==> config.mk <==
export PLATFORM = sky130hd
export DESIGN_NAME = mem_sram_port
export DESIGN_NICKNAME = d
export VERILOG_FILES = /design/src/rtl/mem_sram_port_pkg.sv /design/src/rtl/mem_sram_port.sv
export SDC_FILE = /design/constraint.sdc
export NUM_CORES = 1
export LEC_CHECK = 0
export CAP_MARGIN = 25
export CORE_AREA = 2 2 98 109
export DETAILED_ROUTE_END_ITERATION = 10
export DIE_AREA = 0 0 100 111
export HOLD_SLACK_MARGIN = 0.08
export PLACE_DENSITY = 0.7
export SLEW_MARGIN = 20
export SYNTH_ARGS = -nofsm -noshare
export SYNTH_HDL_FRONTEND = slang
export SYNTH_SLANG_ARGS = --single-unit
==> constraint.sdc <==
create_clock -name clk -period 2.6 [get_ports clk]
set_input_delay 0.39 -clock clk [delete_from_list [all_inputs] [get_ports clk]]
set_output_delay 0.39 -clock clk [all_outputs]
set_load 0.05 [all_outputs]
==> src/rtl/mem_sram_port_pkg.sv <==
// Shared definitions for the SRAM port controller: widths, one-hot state
// encoding and byte-lane request codes.
package mem_sram_port_pkg;

  localparam int DATA_W  = 16;
  localparam int ADDR_W  = 16;
  localparam int SRAM_AW = 15;
  localparam int CNT_W   = 4;

  typedef enum logic [3:0] {
    ST_IDLE   = 4'b0001,
    ST_SETUP  = 4'b0010,
    ST_STROBE = 4'b0100,
    ST_DONE   = 4'b1000
  } state_e;

  localparam logic [1:0] LANE_NONE = 2'b00;
  localparam logic [1:0] LANE_LO   = 2'b01;
  localparam logic [1:0] LANE_HI   = 2'b10;
  localparam logic [1:0] LANE_WORD = 2'b11;

endpackage

==> src/rtl/mem_sram_port.sv <==
// Memory port controller: turns one load/store request into one
// asynchronous SRAM cycle (setup, strobe with wait states, done) with
// byte-lane enables. Every output is a register loaded from the
// next-state view, so outputs already match the state they describe.
module mem_sram_port
  import mem_sram_port_pkg::*;
#(
  parameter int WAIT_STATES = 1
) (
  input  logic               clk,
  input  logic               reset,
  input  logic [ADDR_W-1:0]  memory_address,
  input  logic [DATA_W-1:0]  memory_data,
  input  logic [1:0]         memory_request,
  input  logic               memory_write,
  output logic               memory_done,
  output logic [DATA_W-1:0]  memory_rdata,
  output logic [SRAM_AW-1:0] sram_addr,
  output logic [DATA_W-1:0]  sram_wdata,
  output logic               sram_data_oe,
  input  logic [DATA_W-1:0]  sram_rdata,
  output logic               sram_ce_n,
  output logic               sram_we_n,
  output logic               sram_oe_n,
  output logic [1:0]         sram_be_n
);

  localparam logic [CNT_W-1:0] WS_LOAD = CNT_W'(WAIT_STATES);

  // Write data as placed on the pad bus: a byte store replicates its low
  // byte on both lanes so the byte enables alone select the target.
  function automatic logic [DATA_W-1:0] fmt_wdata(input logic [1:0]        lanes,
                                                 input logic [DATA_W-1:0] d);
    logic [DATA_W-1:0] r;
    r = {d[7:0], d[7:0]};
    if (lanes == LANE_WORD) r = d;
    return r;
  endfunction

  // Read result: the selected byte is right-justified and zero-extended.
  function automatic logic [DATA_W-1:0] fmt_rdata(input logic [1:0]        lanes,
                                                 input logic [DATA_W-1:0] d);
    logic [DATA_W-1:0] r;
    r = '0;
    case (lanes)
      LANE_WORD: r = d;
      LANE_HI:   r = {8'h00, d[15:8]};
      LANE_LO:   r = {8'h00, d[7:0]};
      default:   r = '0;
    endcase
    return r;
  endfunction

  state_e              state, state_nxt;
  logic [CNT_W-1:0]    cnt, cnt_nxt;

  logic [SRAM_AW-1:0]  lat_addr;
  logic [DATA_W-1:0]   lat_data;
  logic [1:0]          lat_lanes;
  logic                lat_wr;

  logic                latch_en;
  logic [SRAM_AW-1:0]  op_addr;
  logic [DATA_W-1:0]   op_data;
  logic [1:0]          op_lanes;
  logic                op_wr;

  logic                done_nxt;
  logic [DATA_W-1:0]   rdata_nxt;
  logic [SRAM_AW-1:0]  addr_nxt;
  logic [DATA_W-1:0]   wdata_nxt;
  logic                data_oe_nxt;
  logic                ce_n_nxt;
  logic                we_n_nxt;
  logic                oe_n_nxt;
  logic [1:0]          be_n_nxt;

  // Byte address bit 0 never reaches the SRAM; word accesses are forced aligned.
  logic                unused_addr_lsb;
  assign unused_addr_lsb = memory_address[0];

  // Request bundle seen by the next access: live inputs while IDLE samples, latched copy otherwise.
  always_comb begin
    latch_en = (state == ST_IDLE) && (memory_request != LANE_NONE);
    op_addr  = lat_addr;
    op_data  = lat_data;
    op_lanes = lat_lanes;
    op_wr    = lat_wr;
    if (latch_en) begin
      op_addr  = memory_address[ADDR_W-1:1];
      op_data  = memory_data;
      op_lanes = memory_request;
      op_wr    = memory_write;
    end
  end

  // Hold the request bundle for the whole access so later input changes are ignored.
  always_ff @(posedge clk) begin
    if (latch_en) begin
      lat_addr  <= op_addr;
      lat_data  <= op_data;
      lat_lanes <= op_lanes;
      lat_wr    <= op_wr;
    end
  end

  // Next-state and wait-counter logic.
  always_comb begin
    state_nxt = state;
    cnt_nxt   = cnt;
    unique case (state)
      ST_IDLE: begin
        if (memory_request != LANE_NONE) state_nxt = ST_SETUP;
      end
      ST_SETUP: begin
        state_nxt = ST_STROBE;
        cnt_nxt   = WS_LOAD;
      end
      ST_STROBE: begin
        if (cnt == '0) state_nxt = ST_DONE;
        else           cnt_nxt   = cnt - 1'b1;
      end
      ST_DONE: begin
        state_nxt = ST_IDLE;
      end
      default: begin
        state_nxt = ST_IDLE;
        cnt_nxt   = '0;
      end
    endcase
  end

  // Output values for the state being entered; read data is captured on the last strobe cycle.
  always_comb begin
    done_nxt    = 1'b0;
    rdata_nxt   = '0;
    addr_nxt    = '0;
    wdata_nxt   = '0;
    data_oe_nxt = 1'b0;
    ce_n_nxt    = 1'b1;
    we_n_nxt    = 1'b1;
    oe_n_nxt    = 1'b1;
    be_n_nxt    = 2'b11;
    if (state_nxt == ST_SETUP || state_nxt == ST_STROBE) begin
      ce_n_nxt = 1'b0;
      addr_nxt = op_addr;
      be_n_nxt = ~op_lanes;
      if (op_wr) begin
        wdata_nxt   = fmt_wdata(op_lanes, op_data);
        data_oe_nxt = 1'b1;
      end
      if (state_nxt == ST_STROBE) begin
        we_n_nxt = ~op_wr;
        oe_n_nxt = op_wr;
      end
    end
    if (state_nxt == ST_DONE) begin
      done_nxt = 1'b1;
      if (!op_wr) rdata_nxt = fmt_rdata(op_lanes, sram_rdata);
    end
  end

  // State, counter and output registers; reset parks the port with all strobes inactive.
  always_ff @(posedge clk or negedge reset) begin
    if (!reset) begin
      state        <= ST_IDLE;
      cnt          <= '0;
      memory_done  <= 1'b0;
      memory_rdata <= '0;
      sram_addr    <= '0;
      sram_wdata   <= '0;
      sram_data_oe <= 1'b0;
      sram_ce_n    <= 1'b1;
      sram_we_n    <= 1'b1;
      sram_oe_n    <= 1'b1;
      sram_be_n    <= 2'b11;
    end else begin
      state        <= state_nxt;
      cnt          <= cnt_nxt;
      memory_done  <= done_nxt;
      memory_rdata <= rdata_nxt;
      sram_addr    <= addr_nxt;
      sram_wdata   <= wdata_nxt;
      sram_data_oe <= data_oe_nxt;
      sram_ce_n    <= ce_n_nxt;
      sram_we_n    <= we_n_nxt;
      sram_oe_n    <= oe_n_nxt;
      sram_be_n    <= be_n_nxt;
    end
  end

endmodule

==> key figures <==
Outcome
  – Status: finished clean

Global routing
  – Global Route Usage Sum: 0.1742
  – Largest net degree at the start of global routing: 27
  – Initial antenna violation count: 0
  – GR Overflow Total: 0
  – Vias in the first global route: 2,970
  – First-pass GRT wire length: 14.84 mm

Drt
  – Via count: 2,797
  – Via density per instance: 5.180
  – Total iterations of the first detailed-routing run: 4
  – WL final: 9.195 mm
  – Number of remaining DRC errors: 0
  – Routed length per instance: 17.03 µm
  – Starting DRT DRC Count: 110
  – Final ANT Viol Nets: 0

Synthesis
  – Main synth FF type: dfrtp_1
  – Avg Inst Size Synth: 13.35 µm²
  – Syn. warnings: 0
  – Syn Inst Count: 293
  – Post-synth EDFFs: 34
  – FFs w/ async S/R, synth: 0.6458
  – Mapped cell area: 3911 µm²
  – Sequential element share of the synthesized area: 0.6596
  – FF+latch count, synth: 96
  – Unique masters post-synth: 40
  – Syn Nets: 348

Clock tree
  – Post CTS Setup Buffer Count: 0
  – CTS max path bufs: 2
  – Clk sink count: 96
  – Hold_buf cts: 1
  – CTS tree: yes
  – Worst-skew pair later-pin latency: 0.34 ns
  – Post-CTS sizing: 0
  – Total CTS buffers: 9
  – H-tree Lvls: 3
  – Root Driver: clkbuf_16
  – Clk slew on worst S/H paths: 0.07 ns

STA
  – Final TNS setup: 0 ns
  – Final hold slack: 0.5214 ns
  – Endpoints failing setup: 0
  – RSZ-0062 raised after global routing: no
  – Final WS setup: 0.2666 ns
  – Clock skew: 0.006954 ns
  – Achievable Freq: 0.4286 GHz
  – Final period utilization: 0.8974
  – Slew @ Worst Pin: 0.7020 ns
  – Slew Viols, Final: 0
  – Final-report hold violation count: 0
  – Slew Limit Headroom: 0.5199
  – Min Tclk post-route: 2.333 ns

Worst hold path
  – HP Class: reg -> reg

Cells and area
  – Diode count: 0
  – Layout cells sized above 1: 0.1823
  – Commonest cells after routing, fill and taps aside: clkdlybuf4s50_1, dfrtp_1, edfxtp_1, nand2_1, and3_1
  – Util after Layout: 0.5423
  – Fill cells: 891
  – Nets: 467
  – Commonest non-fill, non-tap cell in the layout: clkdlybuf4s50_1
  – Layout Area Growth over Synthesis: 40.72%

Critical path
  – Startpoint types: primary input
  – Worst Path Max Fanout: 9
  – Reg2reg end: sram_wdata[14]
  – CP Capture Type: register
  – Required time worst endpoint: 2.80 ns
  – R2R Setup Slk: 0.32 ns
  – RR Startpoint: state[0]
  – Critical path class: in -> reg
  – Worst setup path endpoint: sram_wdata[14]
  – R2R depth: 6
  – Worst endpoint data arrival time: 2.53 ns
  – Setup crit start: memory_request[1]

Die
  – I/O Pins: 107
  – Die height: 111 µm
  – Chip width: 100 µm
  – Core ar.: 10,150 µm²
  – Initial Util: 0.3854
  – Die area: 11,100 µm²
  – Rows: 39

Placement
  – Place WS: -0.1109 ns
  – Input/output buffers: 105
  – Routability cong.: 0.7602
  – DP HPWL: 6.623 mm

Power and ir drop
  – Static leakage: 0.002361 µW
  – Worst VDD drop: 0.6700 mV
  – Power per Cell Area: 1302 nW/µm²

Run
  – Max_cap viols: 0
==> worst max-delay path, cell delays in order <==
cell and delay, ns:
clkdlybuf4s50_1 0.48, or2_2 0.38, buf_4 0.18, and3_1 0.19, a2111oi_0 0.65, buf_4 0.22, a311oi_1 0.04
==> layer usage <==
layer,wire length [µm],vias up,track usage,share of wire
met4,178,0,0.06667,0.019
met2,4436,116,0.2824,0.48
li1,-,1308,-,-
met3,872,17,0.07314,0.095
met1,3707,1356,0.2050,0.40
met5,0,-,0,0
==> how the worst min path moves through the flow <==
stage                     cells past startpoint  slack [ns]        end    from
after floorplan                               0        0.09     cnt[0]   reset
after global placement                        1        0.43     cnt[2]   reset
after detailed placement                      1        0.44     cnt[2]   reset
after CTS                                     1        0.52  sram_we_n  lat_wr
after global routing                          1        0.56  sram_we_n  lat_wr
final                                         1        0.52  sram_we_n  lat_wr
==> power breakdown <==
| part | switching, µW | internal, µW |
|---|---|---|
| clock network | 549 | 800 |
| registers | 204 | 2300 |
| logic | 2030 | 1280 |
==> layout make-up <==
type | count | area (µm²) | share of cell area
Clock inverter | 5 | 55.05 | 0.01000
Sequential cell | 96 | 2580 | 0.4687
Inverter | 6 | 26.28 | 0.004774
Tap cell | 123 | 153.9 | 0.02796
Clock buffer | 11 | 254.0 | 0.04615
Timing Repair Buffer | 122 | 1201 | 0.2182
Multi-Input combinational cell | 177 | 1234 | 0.2241
==> synthesized netlist by cell type (9+ instances only) <==
library cell / number / area (µm²)
edfxtp_1: 34 / 1021
a21oi_1: 9 / 45.04
and3_1: 19 / 118.9
dfrtp_1: 56 / 1401
o21ai_0: 10 / 50.05
nand3_1: 12 / 60.06
nand2_1: 28 / 105.1
mux2_2: 16 / 180.2
nor2b_1: 15 / 93.84
and2b_2: 10 / 87.58
==> state kept, by name, indices dropped and copies added (netlist names) <==
signal / cells
lat_data: 16
memory_rdata: 16
sram_wdata: 16
lat_addr: 15
sram_addr: 15
cnt: 4
state: 4
lat_lanes: 2
sram_be_n: 2
lat_wr: 1
memory_done: 1
sram_ce_n: 1
sram_data_oe: 1
sram_oe_n: 1
sram_we_n: 1
==> cells by family after synthesis <==
kind of cell               share of synthesized area
AOI/OAI and AO/OA                             0.1084
adders and majority gates                   0.006397
buffers and inverters                        0.02495
DFF                                           0.6596
muxes                                        0.04606
and+or+nand+nor                               0.1545
==> metrics by stage <==
stage          std cells  total power [µW]  cell area (µm²)
5_1_grt              540              7564             5504
3_5_place_dp         523              5857             5185
6_report             540              7166             5504
2_1_floorplan        293              4679             3915
4_1_cts              540              7226             5504
3_3_place_gp         523              5757             5185
(Power assumes the default switching activity.)
